### config.mk
export PLATFORM = sky130hd
export DESIGN_NAME = pe5_row_ctrl
export DESIGN_NICKNAME = d
export VERILOG_FILES = /design/src/rtl/pe_pkg.sv /design/src/rtl/pe_valid_pipe.sv /design/src/rtl/pe5_row_ctrl.sv
export SDC_FILE = /design/constraint.sdc
export NUM_CORES = 1
export LEC_CHECK = 0
export CORE_MARGIN = 1
export CORE_UTILIZATION = 51
export DETAILED_ROUTE_END_ITERATION = 16
export GPL_TIMING_DRIVEN = 0
export PLACE_DENSITY = 0.95
export SLEW_MARGIN = 20
export SYNTH_ARGS = -nofsm -noshare
export SYNTH_HDL_FRONTEND = slang
export SYNTH_HIERARCHICAL = 1
export SYNTH_SLANG_ARGS = --single-unit
### constraint.sdc
create_clock -name iCLK -period 3.4 [get_ports iCLK]
set_input_delay 0.68 -clock iCLK [delete_from_list [all_inputs] [get_ports iCLK]]
set_output_delay 0.68 -clock iCLK [all_outputs]
set_load 0.03 [all_outputs]
### src/rtl/pe_pkg.sv
// Shared definitions for the 5-tap systolic PE row: FSM states, tap count,
// datapath widths and the per-tap output width of the PE chain.
package pe_pkg;

  // Row sequencer states
  typedef enum logic [2:0] {
    S_IDLE   = 3'd0,
    S_LOAD_W = 3'd1,
    S_RUN    = 3'd2,
    S_DRAIN  = 3'd3,
    S_DONE   = 3'd4
  } state_t;

  // Tap count equals the physical PE count of the row
  localparam int unsigned TAPS   = 5;
  localparam int unsigned DATA_W = 8;
  localparam int unsigned PSUM_W = 16;

  // Width of the partial sum leaving a given tap (1-based). Growth is
  // scheduled so the final tap carries the full 5-term accumulation.
  function automatic int unsigned pe_out_w(input int unsigned tap);
    case (tap)
      1, 2:    return 17;
      3, 4:    return 18;
      5:       return 19;
      default: return PSUM_W;
    endcase
  endfunction

endpackage

### src/rtl/pe_valid_pipe.sv
// Valid/index shift register that mirrors the PE row latency. Each stage
// carries a slot-valid bit and the sample index of that slot; the final
// stage is the registered result-valid flag, suppressing warm-up slots
// whose index is below MIN_IDX.
module pe_valid_pipe #(
  parameter int unsigned DEPTH   = 6,
  parameter int unsigned IDX_W   = 6,
  parameter int unsigned MIN_IDX = 4
) (
  input  logic             clk,
  input  logic             rst,
  input  logic             in_valid,
  input  logic [IDX_W-1:0] in_idx,
  output logic             out_valid
);

  // DEPTH-1 tracking stages plus the qualified output register
  localparam int unsigned NSTG = DEPTH - 1;

  logic [NSTG-1:0]  vld;
  logic [IDX_W-1:0] idx [NSTG];

  // Shift slot markers toward the chain output and qualify the tail
  always_ff @(posedge clk or posedge rst) begin
    if (rst) begin
      vld       <= '0;
      out_valid <= 1'b0;
      for (int k = 0; k < int'(NSTG); k++) begin
        idx[k] <= '0;
      end
    end else begin
      vld[0] <= in_valid;
      idx[0] <= in_idx;
      for (int k = 1; k < int'(NSTG); k++) begin
        vld[k] <= vld[k-1];
        idx[k] <= idx[k-1];
      end
      out_valid <= vld[NSTG-1] && (idx[NSTG-1] >= IDX_W'(MIN_IDX));
    end
  end

endmodule

### src/rtl/pe5_row_ctrl.sv
// Sequencer for one 5-tap systolic PE row: loads tap weights, streams a row
// of LEN samples with no stalls, tracks result validity through the PE
// latency and pulses done at row end.
// Optional feature macro: PE5_ROW_CTRL_BIAS_EN -- adds a sixth load beat
// carrying a signed bias that seeds the partial-sum chain.
module pe5_row_ctrl
  import pe_pkg::*;
#(
  parameter int unsigned LEN   = 32,
  parameter int unsigned LAT   = 5,
  parameter int unsigned CNT_W = 6
) (
  input  logic                     iCLK,
  input  logic                     iRST,
  input  logic                     iStart,
  input  logic signed [DATA_W-1:0] iW_data,
  input  logic                     iW_valid,
  output logic                     oW_ready,
  input  logic signed [DATA_W-1:0] iX_data,
  input  logic                     iX_valid,
  output logic                     oX_ready,
  output logic signed [DATA_W-1:0] oW1,
  output logic signed [DATA_W-1:0] oW2,
  output logic signed [DATA_W-1:0] oW3,
  output logic signed [DATA_W-1:0] oW4,
  output logic signed [DATA_W-1:0] oW5,
  output logic signed [DATA_W-1:0] oX,
  output logic signed [PSUM_W-1:0] oPsum_init,
  output logic                     oY_valid,
  output logic                     oBusy,
  output logic                     oDone,
  output logic                     oErr
);

`ifdef PE5_ROW_CTRL_BIAS_EN
  localparam int unsigned LOAD_BEATS = TAPS + 1;
`else
  localparam int unsigned LOAD_BEATS = TAPS;
`endif

  state_t           state;
  logic [CNT_W-1:0] cnt;
  logic             run_slot_c;
  logic             bias_beat_c;

  // Every RUN cycle is a sample slot, bubbles included
  assign run_slot_c = (state == S_RUN);

  // The beat after the last tap weight carries the bias when enabled
`ifdef PE5_ROW_CTRL_BIAS_EN
  assign bias_beat_c = (cnt == CNT_W'(TAPS));
`else
  assign bias_beat_c = 1'b0;
  assign oPsum_init  = '0;
`endif

  // Result-valid tracking through the PE row latency
  pe_valid_pipe #(
    .DEPTH   (LAT + 1),
    .IDX_W   (CNT_W),
    .MIN_IDX (TAPS - 1)
  ) u_vpipe (
    .clk       (iCLK),
    .rst       (iRST),
    .in_valid  (run_slot_c),
    .in_idx    (cnt),
    .out_valid (oY_valid)
  );

  // Row sequencer with registered handshakes, weights and sample output
  always_ff @(posedge iCLK or posedge iRST) begin
    if (iRST) begin
      state    <= S_IDLE;
      cnt      <= '0;
      oW1      <= '0;
      oW2      <= '0;
      oW3      <= '0;
      oW4      <= '0;
      oW5      <= '0;
      oX       <= '0;
      oW_ready <= 1'b0;
      oX_ready <= 1'b0;
      oBusy    <= 1'b0;
      oDone    <= 1'b0;
      oErr     <= 1'b0;
`ifdef PE5_ROW_CTRL_BIAS_EN
      oPsum_init <= '0;
`endif
    end else begin
      case (state)
        S_IDLE: begin
          oDone <= 1'b0;
          if (iStart) begin
            state    <= S_LOAD_W;
            cnt      <= '0;
            oErr     <= 1'b0;
            oW_ready <= 1'b1;
            oBusy    <= 1'b1;
          end
        end

        S_LOAD_W: begin
          if (iW_valid) begin
            if (bias_beat_c) begin
`ifdef PE5_ROW_CTRL_BIAS_EN
              oPsum_init <= {{(PSUM_W-DATA_W){iW_data[DATA_W-1]}}, iW_data};
`endif
            end else begin
              oW5 <= oW4;
              oW4 <= oW3;
              oW3 <= oW2;
              oW2 <= oW1;
              oW1 <= iW_data;
            end
            if (cnt == CNT_W'(LOAD_BEATS - 1)) begin
              state    <= S_RUN;
              cnt      <= '0;
              oW_ready <= 1'b0;
              oX_ready <= 1'b1;
            end else begin
              cnt <= cnt + CNT_W'(1);
            end
          end
        end

        S_RUN: begin
          // The row cannot stall, so a missing sample becomes a zero slot
          if (iX_valid) begin
            oX <= iX_data;
          end else begin
            oX   <= '0;
            oErr <= 1'b1;
          end
          if (cnt == CNT_W'(LEN - 1)) begin
            state    <= S_DRAIN;
            cnt      <= '0;
            oX_ready <= 1'b0;
          end else begin
            cnt <= cnt + CNT_W'(1);
          end
        end

        S_DRAIN: begin
          oX <= '0;
          if (cnt == CNT_W'(LAT)) begin
            state <= S_DONE;
            cnt   <= '0;
            oDone <= 1'b1;
          end else begin
            cnt <= cnt + CNT_W'(1);
          end
        end

        S_DONE: begin
          state <= S_IDLE;
          oDone <= 1'b0;
          oBusy <= 1'b0;
        end

        default: begin
          state    <= S_IDLE;
          cnt      <= '0;
          oW_ready <= 1'b0;
          oX_ready <= 1'b0;
          oBusy    <= 1'b0;
          oDone    <= 1'b0;
        end
      endcase
    end
  end

endmodule

==> results.yml <==
placed_design:
  place.detailed.instances: 410
  pre_cts_slack_ns: 0.643
  dpl.hpwl_um: 4680
  io_buffers: 74
  place_congestion: 0.855
sta:
  slew_headroom_pct: 27.5
  finalHoldViolCount: 0
  setup_violations: 0
  fmaxAchievable_mhz: 416
  unrepaired_setup_endpoints_after_global_routing: "false"
  fin_ws_ns: 0.996
  timing.clock.skew_ns: 0.00823
  post-route-period-util_pct: 70.7
  period_minus_slack_ns: 2.40
  setup_total_negative_slack_ns: 0
  maxSlewViolCount: 0
  tightest_slew_ns: 1.08
power:
  power.static_leakage_nw: 2.04
  power_density_mw_per_mm2: 638
  vdd.ir_drop.worst_uv: 451
final_layout:
  layout.filler_cells: 428
  layout.nets: 368
  seqCellArea_mm2: 0.00220
  final_cell_count_no_fill: 425
  synthToLayoutAreaGrowth_pct: 33.3
  layout-drive-gt1-share_pct: 24.1
  final_util_pct: 71.1
  ant_diodes: 0
  multi_input_comb_area_mm2: 0.00108
synthesis:
  muxShareOfSynthArea_pct: 13.2
  avgSynthCellArea_um2: 14.0
  synthFlopType: "sky130_fd_sc_hd__dfrtp_1"
  synth.lib_cells_used.distinct: 39
  seq_area_frac_synth_pct: 64.6
  synth_compound_area_share_pct: 8.37
  simple_logic_cell_fraction_of_the_synthesized_area_pct: 7.12
  synth-adder-area-share_pct: 1.10
  postSynth.asyncResetShare_pct: 100
  number_of_synthesized_register_bits: 88
  syn-cell-area_mm2: 0.00341
  synthCells: 243
  number_of_enable_type_register_cells_in_the_synthesized_netlist: 0
  synthesis.yosys.warnings: 6
  synth_xor_area_share_pct: 0
  combinational_family_with_the_most_area_after_synthesis: "multiplexers"
floorplan:
  floorplan.die_area_mm2: 0.00701
  die_height_um: 83.8
  placement_rows: 29
  die_x_um: 83.8
  boundaryPins: 91
  start_util_pct: 53.4
  core_area_mm2: 0.00639
clock_tree:
  clk_latency_ns: 0.34
  clock_sinks: 88
  cts_root_cell: "sky130_fd_sc_hd__clkbuf_8"
  number_of_buffers_added_by_the_clock_tree_synthesis_step: 9
  post_cts_resize_count: 0
  cts.htree.levels: 3
  cts.hold.buffers_added: 0
  maximum_root_to_sink_buffer_count: 2
  setup_fix_bufs_post_cts: 0
  path_clk_slew_ns: 0.08
  clock_tree_from_tritoncts: "done"
job:
  max_cap_viol_count: 0
global_routing:
  via_count_of_the_first_global_routing_pass: 2231
  first_pass_grt_wire_length_um: 10900
  grt_start_max_net_pins: 37
  initial_antenna_violation_count: 0
  overflow: 0
  globalRouteTotalUtil_pct: 20.2
status:
  status: "complete, no violations"
detailed_routing:
  avgRoutedWirePerCell_um: 15.1
  detail_route.wirelength_um: 6430
  initialDrtViolationCount: 46
  drt_pass1_iterations: 5
  drt_drc: 0
  viasPerCell: 5.19
  number_of_vias_after_detailed_routing: 2204
  route.antenna.remaining_nets: 0
worst_setup_path:
  cpPeakStageDelay_ns: 0.87
  worst_r2r_path_depth: 4
  worstSetupEndpointType: "register"
  crit_path_max_fanout: 10
  critPathSlowestCell: "sky130_fd_sc_hd__o31ai_1"
  timing.critical_path.arrival_ns: 2.61
  worst_setup_path_start_kind: "input port"
  reg2reg_slack_ns: 1.30
  cp.required_ns: 3.61
  timing.setup.critical_path_class: "input port to register"
  timing.critical_path.cells: "clkdlybuf4s50_1 -> nor2b_1 -> o31ai_1 -> nand2b_1 -> o311ai_1"
worst_hold_path:
  worst_hold_path.num_cells: 0
  min_path_type: "register to register"
routing by layer:
metal	global-route usage [%]	part of all wire, %
met1	23.9	40
met2	35.0	53
met3	6.23	5.6
met4	6.63	1.5
met5	0	0
stage by stage:
| step | power (W) | area [um2] | hold WS [ns] |
|---|---|---|---|
| after floorplan | 0.00182 | 3460 | 0.331 |
| after global placement | 0.00211 | 4300 | 0.332 |
| after detailed placement | 0.00216 | 4320 | 0.335 |
| after CTS | 0.00292 | 4540 | 0.347 |
| after global routing | 0.00303 | 4540 | 0.348 |
| final | 0.00290 | 4540 | 0.343 |
flip-flops by register name (all words and copies together), names as in the netlist:
signal and count:
u_vpipe/out_valid 1, oW1 8, oW4 8, oW3 8, oW5 8, u_vpipe/vld 5, oBusy 1, oX_ready 1
oErr 1, oX 8, cnt 6, u_vpipe/idx 20, oW_ready 1, oW2 8, state 3, oDone 1
where the power goes:
group	switching [W]	internal (W)	leakage, nW
sequential	0.000137	0.00124	1.04
clock	0.000337	0.000430	0.108
combinational	0.000407	0.000344	0.888
total	0.000881	0.00202	2.04
layout by cell type, fill, tap and decap left out, types with 2 or more instances in the layout:
master / count
sky130_fd_sc_hd__mux2_2: 40
sky130_fd_sc_hd__nand2_1: 13
sky130_fd_sc_hd__clkbuf_1: 4
sky130_fd_sc_hd__a22o_1: 8
sky130_fd_sc_hd__conb_1: 16
sky130_fd_sc_hd__o21ai_0: 4
sky130_fd_sc_hd__a21oi_1: 9
sky130_fd_sc_hd__buf_4: 16
sky130_fd_sc_hd__dfrtp_1: 88
sky130_fd_sc_hd__inv_1: 6
sky130_fd_sc_hd__o31ai_1: 2
sky130_fd_sc_hd__nor2b_1: 3
sky130_fd_sc_hd__ha_1: 3
sky130_fd_sc_hd__and3_1: 3
sky130_fd_sc_hd__bufinv_16: 2
sky130_fd_sc_hd__nand3_1: 5
sky130_fd_sc_hd__clkbuf_8: 10
sky130_fd_sc_hd__nand2b_1: 4
sky130_fd_sc_hd__nor2_1: 5
sky130_fd_sc_hd__o2bb2ai_1: 2
sky130_fd_sc_hd__buf_2: 5
sky130_fd_sc_hd__nor3_1: 2
sky130_fd_sc_hd__clkdlybuf4s50_1: 74
layout make-up:
class,instances,share of cell area [%]
repair buffers,75,16.7
clock inverters,5,1.79
plain buffers,25,3.53
flip-flops and latches,88,48.5
inverters,7,0.633
well taps,77,2.12
clock buffers,10,3.03
multi-input cells,138,23.7
worst max-delay path: cells and delay by family:
family | cells | cell delay (ns)
AND/OR/NAND/NOR | 2 | 0.46
buffers and inverters | 1 | 0.46
AO/OA/AOI/OAI | 2 | 1.01
cell usage after synthesis, types with 2 or more instances:
library cell	count	area share [%]
sky130_fd_sc_hd__nand2b_1	4	0.73
sky130_fd_sc_hd__mux2_2	40	13
sky130_fd_sc_hd__nor2_1	5	0.55
sky130_fd_sc_hd__nand3_1	5	0.73
sky130_fd_sc_hd__clkbuf_1	4	0.44
sky130_fd_sc_hd__dfrtp_1	88	65
sky130_fd_sc_hd__buf_2	5	0.73
sky130_fd_sc_hd__a21oi_1	9	1.3
sky130_fd_sc_hd__nor3_1	2	0.29
sky130_fd_sc_hd__nor2b_1	3	0.55
sky130_fd_sc_hd__inv_1	7	0.77
sky130_fd_sc_hd__o2bb2ai_1	2	0.51
sky130_fd_sc_hd__a22o_1	8	2.1
sky130_fd_sc_hd__o21ai_0	4	0.59
sky130_fd_sc_hd__ha_1	3	1.1
sky130_fd_sc_hd__buf_4	16	3.5
sky130_fd_sc_hd__and3_1	3	0.55
sky130_fd_sc_hd__nand2_1	13	1.4
sky130_fd_sc_hd__o31ai_1	2	0.44
worst paths after layout:
kind | to | from
setup / recovery | cnt[5]$_DFFE_PP0P_ | iStart
hold / removal | u_vpipe/vld[4]$_DFF_PP0_ | u_vpipe/vld[3]$_DFF_PP0_
setup reg to reg | cnt[5]$_DFFE_PP0P_ | state[0]$_DFFE_PP0P_
hold reg to reg | u_vpipe/vld[4]$_DFF_PP0_ | u_vpipe/vld[3]$_DFF_PP0_
max in group asynchronous | u_vpipe/idx[21]$_DFF_PP0_ | iRST
min in group asynchronous | oW2[4]$_DFFE_PP0P_ | iRST
logic make-up (layout without fill, tap and decap cells):
group / Yosys count / count (layout)
DFF: 88 / 88
and+or+nand+nor: 43 / 43
muxes: 40 / 40
AOI/OAI and AO/OA: 36 / 36
buffers and inverters: 32 / 122
adders and majority gates: 3 / 3
other: 1 / 16
(Power assumes the default switching activity.)
